File: src/rtl/toggle_pkg.sv
// Shared definitions for the toggle_bank channel bank: edge-select encodings
// and the helper that decides whether an accepted level change qualifies.
package toggle_pkg;

    localparam int unsigned MODE_W = 2;

    localparam logic [MODE_W-1:0] MODE_NONE = 2'b00;
    localparam logic [MODE_W-1:0] MODE_RISE = 2'b01;
    localparam logic [MODE_W-1:0] MODE_FALL = 2'b10;
    localparam logic [MODE_W-1:0] MODE_BOTH = 2'b11;

    // A new level of 1 is a rising edge, 0 a falling edge.
    function automatic logic edge_qualifies(input logic [MODE_W-1:0] mode,
                                            input logic              new_lvl);
        logic [MODE_W-1:0] sel;
        sel = new_lvl ? MODE_RISE : MODE_FALL;
        return (mode & sel) != '0;
    endfunction

endpackage

File: src/rtl/toggle_ch.sv
// One toggle_bank channel: 2-flop synchroniser, debounce, edge qualify, toggle.
// Long-press detection is built only when TOGGLE_BANK_HOLD_EN is defined.
module toggle_ch
    import toggle_pkg::*;
#(
    parameter int unsigned DB_CNT   = 16,
    parameter logic        IDLE_LVL = 1'b1,
    parameter int unsigned HOLD_CNT = 1000
) (
    input  logic              clk,
    input  logic              rst,
    input  logic              in_i,
    input  logic [MODE_W-1:0] mode_i,
    input  logic              clr_i,
    output logic              stable_o,
    output logic              edge_pulse_o,
    output logic              out_o,
    output logic              hold_pulse_o
);

    localparam int unsigned CNT_W = $clog2(DB_CNT + 1);
    localparam logic [CNT_W-1:0] CNT_LAST = CNT_W'(DB_CNT - 1);

    logic [1:0]       sync_q, sync_d;
    logic             stable_q, stable_d;
    logic [CNT_W-1:0] cnt_q, cnt_d;
    logic             edge_q, edge_d;
    logic             out_q, out_d;
    logic             raw;

    assign raw = sync_q[1];

    // Debounce, edge qualification and toggle.
    always_comb begin
        sync_d   = {sync_q[0], in_i};
        stable_d = stable_q;
        cnt_d    = '0;
        edge_d   = 1'b0;
        out_d    = out_q;
        if (raw != stable_q) begin
            if (cnt_q == CNT_LAST) begin
                stable_d = raw;
                if (edge_qualifies(mode_i, raw)) begin
                    edge_d = 1'b1;
                    out_d  = ~out_q;
                end
            end else begin
                cnt_d = cnt_q + CNT_W'(1);
            end
        end
        if (clr_i) begin
            out_d = 1'b0;
        end
    end

    always_ff @(posedge clk or posedge rst) begin
        if (rst) begin
            sync_q   <= {2{IDLE_LVL}};
            stable_q <= IDLE_LVL;
            cnt_q    <= '0;
            edge_q   <= 1'b0;
            out_q    <= 1'b0;
        end else begin
            sync_q   <= sync_d;
            stable_q <= stable_d;
            cnt_q    <= cnt_d;
            edge_q   <= edge_d;
            out_q    <= out_d;
        end
    end

    assign stable_o     = stable_q;
    assign edge_pulse_o = edge_q;
    assign out_o        = out_q;

`ifdef TOGGLE_BANK_HOLD_EN
    localparam int unsigned HOLD_W = $clog2(HOLD_CNT + 1);
    localparam logic [HOLD_W-1:0] HOLD_MAX = HOLD_W'(HOLD_CNT);

    logic [HOLD_W-1:0] hold_q, hold_d;
    logic              hold_pulse_q, hold_pulse_d;

    // Saturating press-duration counter; pulses once when it reaches the threshold.
    always_comb begin
        hold_d       = '0;
        hold_pulse_d = 1'b0;
        if (stable_q != IDLE_LVL) begin
            hold_d = hold_q;
            if (hold_q != HOLD_MAX) begin
                hold_d       = hold_q + HOLD_W'(1);
                hold_pulse_d = (hold_q == HOLD_MAX - HOLD_W'(1));
            end
        end
    end

    always_ff @(posedge clk or posedge rst) begin
        if (rst) begin
            hold_q       <= '0;
            hold_pulse_q <= 1'b0;
        end else begin
            hold_q       <= hold_d;
            hold_pulse_q <= hold_pulse_d;
        end
    end

    assign hold_pulse_o = hold_pulse_q;
`else
    logic unused_hold_cfg;
    assign unused_hold_cfg = ^32'(HOLD_CNT);
    assign hold_pulse_o    = 1'b0;
`endif

endmodule

File: src/rtl/toggle_bank.sv
// Multi-channel debounced edge-toggle bank; one toggle_ch per input pin.
// Optional long-press pulses are enabled with TOGGLE_BANK_HOLD_EN.
module toggle_bank #(
    parameter int unsigned    CH       = 4,
    parameter int unsigned    DB_CNT   = 16,
    parameter logic [CH-1:0]  IDLE_LVL = {CH{1'b1}},
    parameter int unsigned    HOLD_CNT = 1000
) (
    input  logic            clk,
    input  logic            rst,
    input  logic [CH-1:0]   in,
    input  logic [2*CH-1:0] mode,
    input  logic [CH-1:0]   clr,
    output logic [CH-1:0]   stable,
    output logic [CH-1:0]   edgePulse,
    output logic [CH-1:0]   out,
    output logic [CH-1:0]   holdPulse
);

    for (genvar i = 0; i < int'(CH); i++) begin : g_ch
        toggle_ch #(
            .DB_CNT   (DB_CNT),
            .IDLE_LVL (IDLE_LVL[i]),
            .HOLD_CNT (HOLD_CNT)
        ) u_ch (
            .clk          (clk),
            .rst          (rst),
            .in_i         (in[i]),
            .mode_i       (mode[2*i +: 2]),
            .clr_i        (clr[i]),
            .stable_o     (stable[i]),
            .edge_pulse_o (edgePulse[i]),
            .out_o        (out[i]),
            .hold_pulse_o (holdPulse[i])
        );
    end

endmodule

File: config.mk
export PLATFORM = sky130hd
export DESIGN_NAME = toggle_bank
export DESIGN_NICKNAME = d
export VERILOG_FILES = /design/src/rtl/toggle_pkg.sv /design/src/rtl/toggle_ch.sv /design/src/rtl/toggle_bank.sv
export SDC_FILE = /design/constraint.sdc
export NUM_CORES = 1
export LEC_CHECK = 0
export ABC_CLOCK_PERIOD_IN_PS = 2600
export CAP_MARGIN = 20
export CELL_PAD_IN_SITES_DETAIL_PLACEMENT = 1
export CELL_PAD_IN_SITES_GLOBAL_PLACEMENT = 1
export CORE_AREA = 2 2 78 80
export DETAILED_ROUTE_END_ITERATION = 6
export DIE_AREA = 0 0 80 82
export PLACE_DENSITY = 0.6
export SLEW_MARGIN = 20
export SYNTH_ARGS = -nofsm -noshare
export SYNTH_HDL_FRONTEND = slang
export SYNTH_HIERARCHICAL = 1
export SYNTH_SLANG_ARGS = --single-unit
export TNS_END_PERCENT = 20
File: constraint.sdc
create_clock -name clk -period 2.6 [get_ports clk]
set_input_delay 0.39 -clock clk [delete_from_list [all_inputs] [get_ports clk]]
set_output_delay 0.39 -clock clk [all_outputs]
set_load 0.005 [all_outputs]
After elaboration in Yosys (flattened, before gate mapping)

Cells that the tools add are included.

Bits in registers: 40
Word-level logic and storage cells: 104

Add/subtract/negate cells: 4
Equality and inequality tests: 8
Muxes and demuxes: 40
Bitwise logic cells: 8
Reductions and logical operators: 24

Operator list:

| cell                                                                  | count |
|---|---|
| 5-bit 2-to-1 mux                                                      | 8 |
| 2-bit nonzero test                                                    | 16 |
| 1-bit 2-to-1 mux                                                      | 28 |
| 5-bit by 1-bit adder with 5-bit output, second input constant         | 4 |
| 5-bit by 4-bit equality test with 1-bit output, second input constant | 4 |
| 3-bit AND reduction                                                   | 4 |
| 2-bit bitwise AND                                                     | 4 |
| 2-bit 2-to-1 mux                                                      | 4 |
| 2-bit AND reduction                                                   | 4 |
| 1-bit != test                                                         | 4 |
| 1-bit inverter                                                        | 4 |

Depth between registers and ports, before layout

Depth in word-level cells: 7
Mapped depth: 4

Hierarchy

Netlist, hierarchy kept.

By module, submodules not included:

| module    | times used | cells each | area an instance (sq um) |
|---|---|---|---|
| toggle_ch | 4          | 34         | 414.1 |

Least setup slack after synthesis

Ideal clock, no wire load.

Path kind: reg2reg
From: register g_ch[0].u_ch.stable_q
To: register g_ch[0].u_ch.out_q
Library setup time: 0.128 ns
Arrival: 1.202 ns
Required time: 2.472 ns
Slack: 1.271 ns
Stages on the path, launching flop included: 4
Buffers on the path: 0
Path through: dfstp_2 nand3b_1 a211oi_2 mux2_1

Cells in the longest elaborated chain, start to end: 3

RTL lines:

| element                       | line            | RTL |
|---|---|---|
| from (decl)                   | toggle_ch.sv:25 | `logic stable_q, stable_d;` |
| from (signal assigned)        | toggle_ch.sv:65 | `stable_q <= stable_d;` |
| 1-bit != test                 | toggle_ch.sv:40 | `if (raw != stable_q) begin` |
| 2-bit nonzero test (no line)  | -               |  |
| 3-bit AND reduction (no line) | -               |  |
| to (signal assigned)          | toggle_ch.sv:68 | `out_q <= out_d;` |
| to (decl)                     | toggle_ch.sv:28 | `logic out_q, out_d;` |

Every way passes these cells.
A chain may end at the register's enable or synchronous reset.

Final worst setup path

From: register g_ch[1].u_ch.stable_q
To: output stable[1]

RTL lines:

| element                | line              | RTL |
|---|---|---|
| from (decl)            | toggle_ch.sv:25   |  |
| from (signal assigned) | toggle_ch.sv:65   |  |
| to (decl)              | toggle_bank.sv:14 | `output logic [CH-1:0] stable,` |

No word-level cell between the ends.

==> results.yml <==
clock_tree:
  cts-hold-fix-buffers: 0
  worst_skew_pair.late_latency_ns: 0.28
  numClockSinks: 40
  cts-buffers-inserted: 5
  root_buffer: "clkbuf_8"
  cts_tree: "built"
  clock_path_buffers: 2
  clk_pin_slew_ns: 0.07
  h-tree-depth: 2
  cts_resized: 0
  post_cts_buffers: 0
critical_path:
  worst-setup-path-type: "reg -> out"
  critical_path_peak_fanout: 5
  slowest_delay_ns: 0.57
  worstPathArrival_ns: 1.38
  worstSetupEndpointType: "output pin"
  start_kind: "register"
  cp_num_buf_inv: 1
  path_delay_family: "flip-flops"
  crit_required_ns: 2.21
  worstPathCellList: "clkdlybuf4s50_1"
  crit_slowest_cell: "dfstp_2"
layout:
  diodes: 0
  fin_nets: 190
  nFillCells: 648
  regArea_mm2: 0.001016
  utilization: 0.3720
  drive_gt1_frac: 0.1420
  area_growth_pct: 29.00
  design_area_mm2: 0.002137
  multi_input_area_um2: 580.6
sta:
  fin_skew_ns: 0.005196
  fin_tns_setup_ns: 0
  fmax_ghz: 0.5663
  slew_violations: 0
  fin_crit_sh: 0.6791
  period_needed_ns: 1.766
  hold_viol_final: 0
  setup_slack_ns: 0.8343
  rsz0062_at_grt: "false"
  setup_viol: 0
floorplan:
  die_width_um: 80
  core_area_mm2: 0.005746
  die_y_um: 82
  ios: 34
  rows: 28
  initial_utilization: 0.2883
  die-area_mm2: 0.006560
synthesis:
  synth_seq_cells: 40
  ys_seq_area_frac: 0.6133
  synth_area_mm2: 0.001657
  synth_area_leaders: "dfrtp_1 (42%), dfstp_2 (19%), xor2_1 (6.3%)"
  yosys_warnings: 6
  syn_nets: 158
  synth.avg_cell_area_um2: 12.18
  synth_cell_types: 16
  synth_top_cell_by_area: "dfrtp_1"
  netlist.area_leader.share: 0.4230
  synth_cells: 136
routing:
  drtAntennaViolNets: 0
  wl_per_cell_um: 11.87
  drcViolationCount: 0
  drt_first_pass_iters: 4
  via_per_inst: 4.242
  drt_iter0_drc: 17
  vias: 1035
  wl_um: 2896
global_route:
  grt_use_total: 0.09939
  grt_pass1_vias: 1123
  grt_pass1_wl_um: 4892
  antenna_found_initial: 0
  grt_max_degree: 13
  overflow: 0
power:
  peakVddDrop_uv: 289.5
  leakage_nw: 1.010
  cellPowerDensity_mw_per_mm2: 600.1
hold_path:
  min_path_type: "reg -> reg"
placed_design:
  pre_cts_ws_ns: 0.8870
  dp_hpwl_um: 2283
  gp_routability_congestion: 0.6836
  placed_cell_area_mm2: 0.002011
  io_buffers: 29
status:
  outcome: "completed"
run:
  drv_cap: 0
## cells in the final DEF, fill, tap and decap left out
| cell type | count |
|---|---|
| clkbuf_8 | 7 |
| mux2_1 | 8 |
| nor2b_1 | 4 |
| o21ai_1 | 4 |
| bufinv_16 | 1 |
| nor2_1 | 20 |
| inv_1 | 8 |
| a211oi_2 | 4 |
| nand3b_1 | 8 |
| nand3_1 | 8 |
| dfstp_2 | 12 |
| xor2_1 | 12 |
| dfrtp_1 | 28 |
| and3_1 | 4 |
| clkdlybuf4s50_1 | 29 |
| conb_1 | 4 |
| and2_1 | 4 |
| ha_1 | 4 |
## cells by family after synthesis
logic type | Yosys count | synth area share
AO/OA/AOI/OAI | 8 | 0.04230
XOR/XNOR | 12 | 0.06344
adder cells (fa/ha/maj) | 4 | 0.03021
buffers and inverters | 12 | 0.03626
flip-flops | 40 | 0.6133
multiplexers | 8 | 0.05438
other | 4 | 0.009061
AND/OR/NAND/NOR | 48 | 0.1511
## through the flow
step	cells	hold slack, ns	power (mW)
5_1_grt	244	0.3664	1.347
6_report	244	0.3566	1.282
4_1_cts	244	0.3580	1.310
2_1_floorplan	136	0.2280	0.7191
3_5_place_dp	236	0.3472	0.7577
3_3_place_gp	236	0.3458	0.7498
## cells in the mapped netlist
master    count
nand3_1       8
nor2_1       20
mux2_1        8
and2_1        4
inv_1         8
o21ai_1       4
xor2_1       12
nor2b_1       4
a211oi_2      4
conb_1        4
nand3b_1      8
buf_4         4
ha_1          4
dfrtp_1      28
and3_1        4
dfstp_2      12
## final cells by class
class,count,area share
multi-input combinational,84,0.2717
timing repair buffer,29,0.1358
tap,75,0.04391
sequential,40,0.4754
clock buffer,7,0.04508
inverter,8,0.01405
clock inverter,1,0.01405
## per-layer routing
metal	vias to the layer above	part of all wire	track usage	wire [um]
met5	-	0	0	0
met2	22	0.52	0.1642	1508
met4	0	0.011	0.05085	32
met1	515	0.42	0.1107	1224
li1	496	-	-	-
met3	2	0.045	0.04066	131
## report_power, final
| group | leakage (nW) | internal (mW) | switching [mW] |
|---|---|---|---|
| Clock | 0.0645 | 0.338 | 0.200 |
| Combinational | 0.439 | 0.0414 | 0.0376 |
| Sequential | 0.506 | 0.649 | 0.0155 |
| Total | 1.01 | 1.03 | 0.253 |
## registers in the layout, summed over array words and instances (netlist names)
register,cells
g_ch.u_ch/cnt_q,20
g_ch.u_ch/edge_pulse_o,4
g_ch.u_ch/out_o,4
g_ch.u_ch/stable_o,4
g_ch.u_ch/sync_q,8
## path summary, 6_finish.rpt
check / slack, ns / startpoint / depth (start not counted) / to
setup / recovery: 0.83 / g_ch[1].u_ch/stable_o / 1 / stable[1]
hold / removal: 0.36 / g_ch[0].u_ch/sync_q[0] / 0 / g_ch[0].u_ch/sync_q[1]
setup reg to reg: 1.15 / g_ch[1].u_ch/cnt_q[0] / 4 / g_ch[1].u_ch/out_o
hold reg to reg: 0.36 / g_ch[0].u_ch/sync_q[0] / 0 / g_ch[0].u_ch/sync_q[1]
max in group asynchronous: 1.80 / rst / 2 / g_ch[0].u_ch/stable_o
min in group asynchronous: 0.49 / rst / 2 / g_ch[2].u_ch/cnt_q[4]
No activity file was read; power rests on OpenSTA's default activity.
==> patch, RTL diff (same settings) <==
Change the parameter `CH` from 4 to 6.
--- a/src/rtl/toggle_bank.sv
+++ b/src/rtl/toggle_bank.sv
@@ -1,7 +1,7 @@
 // Multi-channel debounced edge-toggle bank; one toggle_ch per input pin.
 // Optional long-press pulses are enabled with TOGGLE_BANK_HOLD_EN.
 module toggle_bank #(
-    parameter int unsigned    CH       = 4,
+    parameter int unsigned    CH       = 6,
     parameter int unsigned    DB_CNT   = 16,
     parameter logic [CH-1:0]  IDLE_LVL = {CH{1'b1}},
     parameter int unsigned    HOLD_CNT = 1000
Interface: changed (7 resized); port bits go from 34 to 50. No check against the original RTL was run, so the function may have changed too.
==> patch against the original RTL <==
Cell area rose by 48%; routed wire length rose by 65%; sequential cell count rose by 20; die area did not move; combinational power rose by 53%; total power rose by 49%; via count rose by 53%; first-iteration DRC count rose to 2.9 times the old value; area after synthesis rose by 50%; worst hold slack improved by 0.00066 ns; worst setup slack got worse by 0.030 ns; largest cell class unchanged.
==> patch: results (changes against the original RTL) <==
STATUS='finished clean'
SYNTH.YOSYS.WARNINGS=6  # unchanged
SYNTH_CELL_TYPE_COUNT=16  # unchanged
CTS-BUFFERS-INSERTED=9  # +4
GLOBALPLACE.CONGESTION=0.729  # +6.6%
HTREE_LEVELS=3  # +1
WORST_SLACK_AFTER_DETAILED_PLACEMENT_NS=0.891  # +0.00407 ns
LARGEST_NET_DEGREE_AT_THE_START_OF_GLOBAL_ROUTING=11  # -2
SYNTH_COMMONEST_CELLS='sky130_fd_sc_hd__dfrtp_1 (42), sky130_fd_sc_hd__nor2_1 (30), sky130_fd_sc_hd__dfstp_2 (18), sky130_fd_sc_hd__xor2_1 (18)'
CTSRESIZECOUNT=0  # unchanged
HOLD-WORST-SLACK_NS=0.357  # +0.000664 ns
LAYOUT_TOP_REGISTERS='g_ch.u_ch/cnt_q x30, g_ch.u_ch/sync_q x12'
DRIVE_ABOVE_1_SHARE_PCT=14.8  # +0.58 points
SYNTH_FP_NETS=236  # +49%
OVERALL_FRACTION_OF_GLOBAL_ROUTE_TRACKS_IN_USE_PCT=16.0  # +6.1 points
DETAIL_ROUTE.VIAS_PER_CELL=4.77  # +12%
DETAIL_ROUTE.ITER0.VIOLATIONS=49  # +32
MIN-DELAY-PATH-CLASS='reg -> reg'
CELL_FAMILY_WITH_MOST_CP_DELAY='flip-flops'
HPWL_AFTER_DETAILED_PLACEMENT_UM=3610  # +58%
PORT_BUFFERS=43  # +48%
CLOCK_INSERTION_DELAY_WORST_SKEW_NS=0.32  # +0.04 ns
SETUP_VIOL_COUNT_FINAL=0  # unchanged
SYNTHTOPCELLSBYAREA='sky130_fd_sc_hd__dfrtp_1 (42%), sky130_fd_sc_hd__dfstp_2 (19%), sky130_fd_sc_hd__xor2_1 (6.3%)'
IR_WORST_VDD_mV=0.307  # +5.9%
ASYNC_FLOP_SHARE_PCT=100  # unchanged
SEQ_AREA_FRAC_SYNTH_PCT=61.3  # unchanged
REGTOREGSETUPSLACK_NS=1.14
ROUTED_WL_PER_CELL_UM=14.4  # +21%
CP.ARRIVAL_NS=1.41  # +0.03 ns
CP_SLOWEST_CELL='sky130_fd_sc_hd__dfstp_2'
CLOCK_TREE.ROOT_CELL='sky130_fd_sc_hd__clkbuf_8'
CRIT_PATH_MAX_FANOUT=5  # unchanged
P_LEAK_nW=1.52  # +50%
CLOCK_SKEW_NS=0.00662  # +0.00142 ns
INTPOWER_mW=1.49  # +44%
CRITICAL-PATH-MAX-STAGE-DELAY_NS=0.58
GLOBAL_ROUTE_WIRE_LENGTH_BEFORE_REPAIR_UM=7990  # +63%
CLK_PIN_SLEW_NS=0.06
POST_CTS.REPAIR.SETUP_BUFFERS=0  # unchanged
FINAL_NETS=284  # +49%
PERIOD_NEEDED_NS=1.80  # +0.0297 ns
GRT_PASS1_VIAS=1731  # +54%
INITIAL_ANTENNA_VIOLATION_COUNT=0  # unchanged
[patch: power by group through the flow]
stage                     clock network [mW]  registers (mW)  logic, mW
after global routing                   0.864            1.00      0.140
final                                  0.785            1.00      0.121
after global placement                     0            1.01      0.113
after floorplan                            0            1.01     0.0707
after detailed placement                   0            1.02      0.123
after CTS                              0.816            1.00      0.125
[patch: worst paths after layout]
path / start / end / cells past startpoint
min reg2reg: g_ch[3].u_ch/sync_q[0] / g_ch[3].u_ch/sync_q[1] / 0
max: g_ch[3].u_ch/stable_o / stable[3] / 1
min in group asynchronous: rst / g_ch[4].u_ch/cnt_q[2] / 2
max in group asynchronous: rst / g_ch[5].u_ch/sync_q[1] / 2
min: g_ch[3].u_ch/sync_q[0] / g_ch[3].u_ch/sync_q[1] / 0
max reg2reg: g_ch[5].u_ch/cnt_q[0] / g_ch[5].u_ch/out_o / 4
[patch: layer usage]
metal	vias up	global-route usage, %	share of wire, %
met5	-	0	0
met4	0	7.12	1.3
met3	7	3.85	4.1
met2	32	29.3	53
met1	793	17.7	41
li1	752	-	-
[patch: layout make-up]
class                      instances  area [µm²]
clock inverter                     1        5.00
sequential                        60        1520
clock buffer                      15         186
tap                               75        93.8
multi-input combinational        126         871
inverter                          12        45.0
timing repair buffer              43         430
fill                             615        2590
[patch: logic make-up (layout without fill, tap and decap cells)]
family          after synthesis  count (layout)  share of synthesized area (%)
simple gates                 72              72                           15.1
flops                        60              60                           61.3
xor+xnor                     18              18                           6.34
buf+inv                      18              71                           3.63
compound gates               12              12                           4.23
mux                          12              12                           5.44
fa+ha+maj                     6               6                           3.02
other cells                   6               6                          0.906
[patch: metrics by stage]
step	cells	area, µm²
3_5_place_dp	316	2960
5_1_grt	332	3160
4_1_cts	332	3160
6_report	332	3160
3_3_place_gp	316	2960
2_1_floorplan	204	2480
[patch: worst reg2reg max path, delay by kind of cell, from the launching register on]
family,cells,cell delay (ns)
mux,1,0.35
flops,1,0.38
fa+ha+maj,1,0.19
compound gates,1,0.27
simple gates,1,0.16
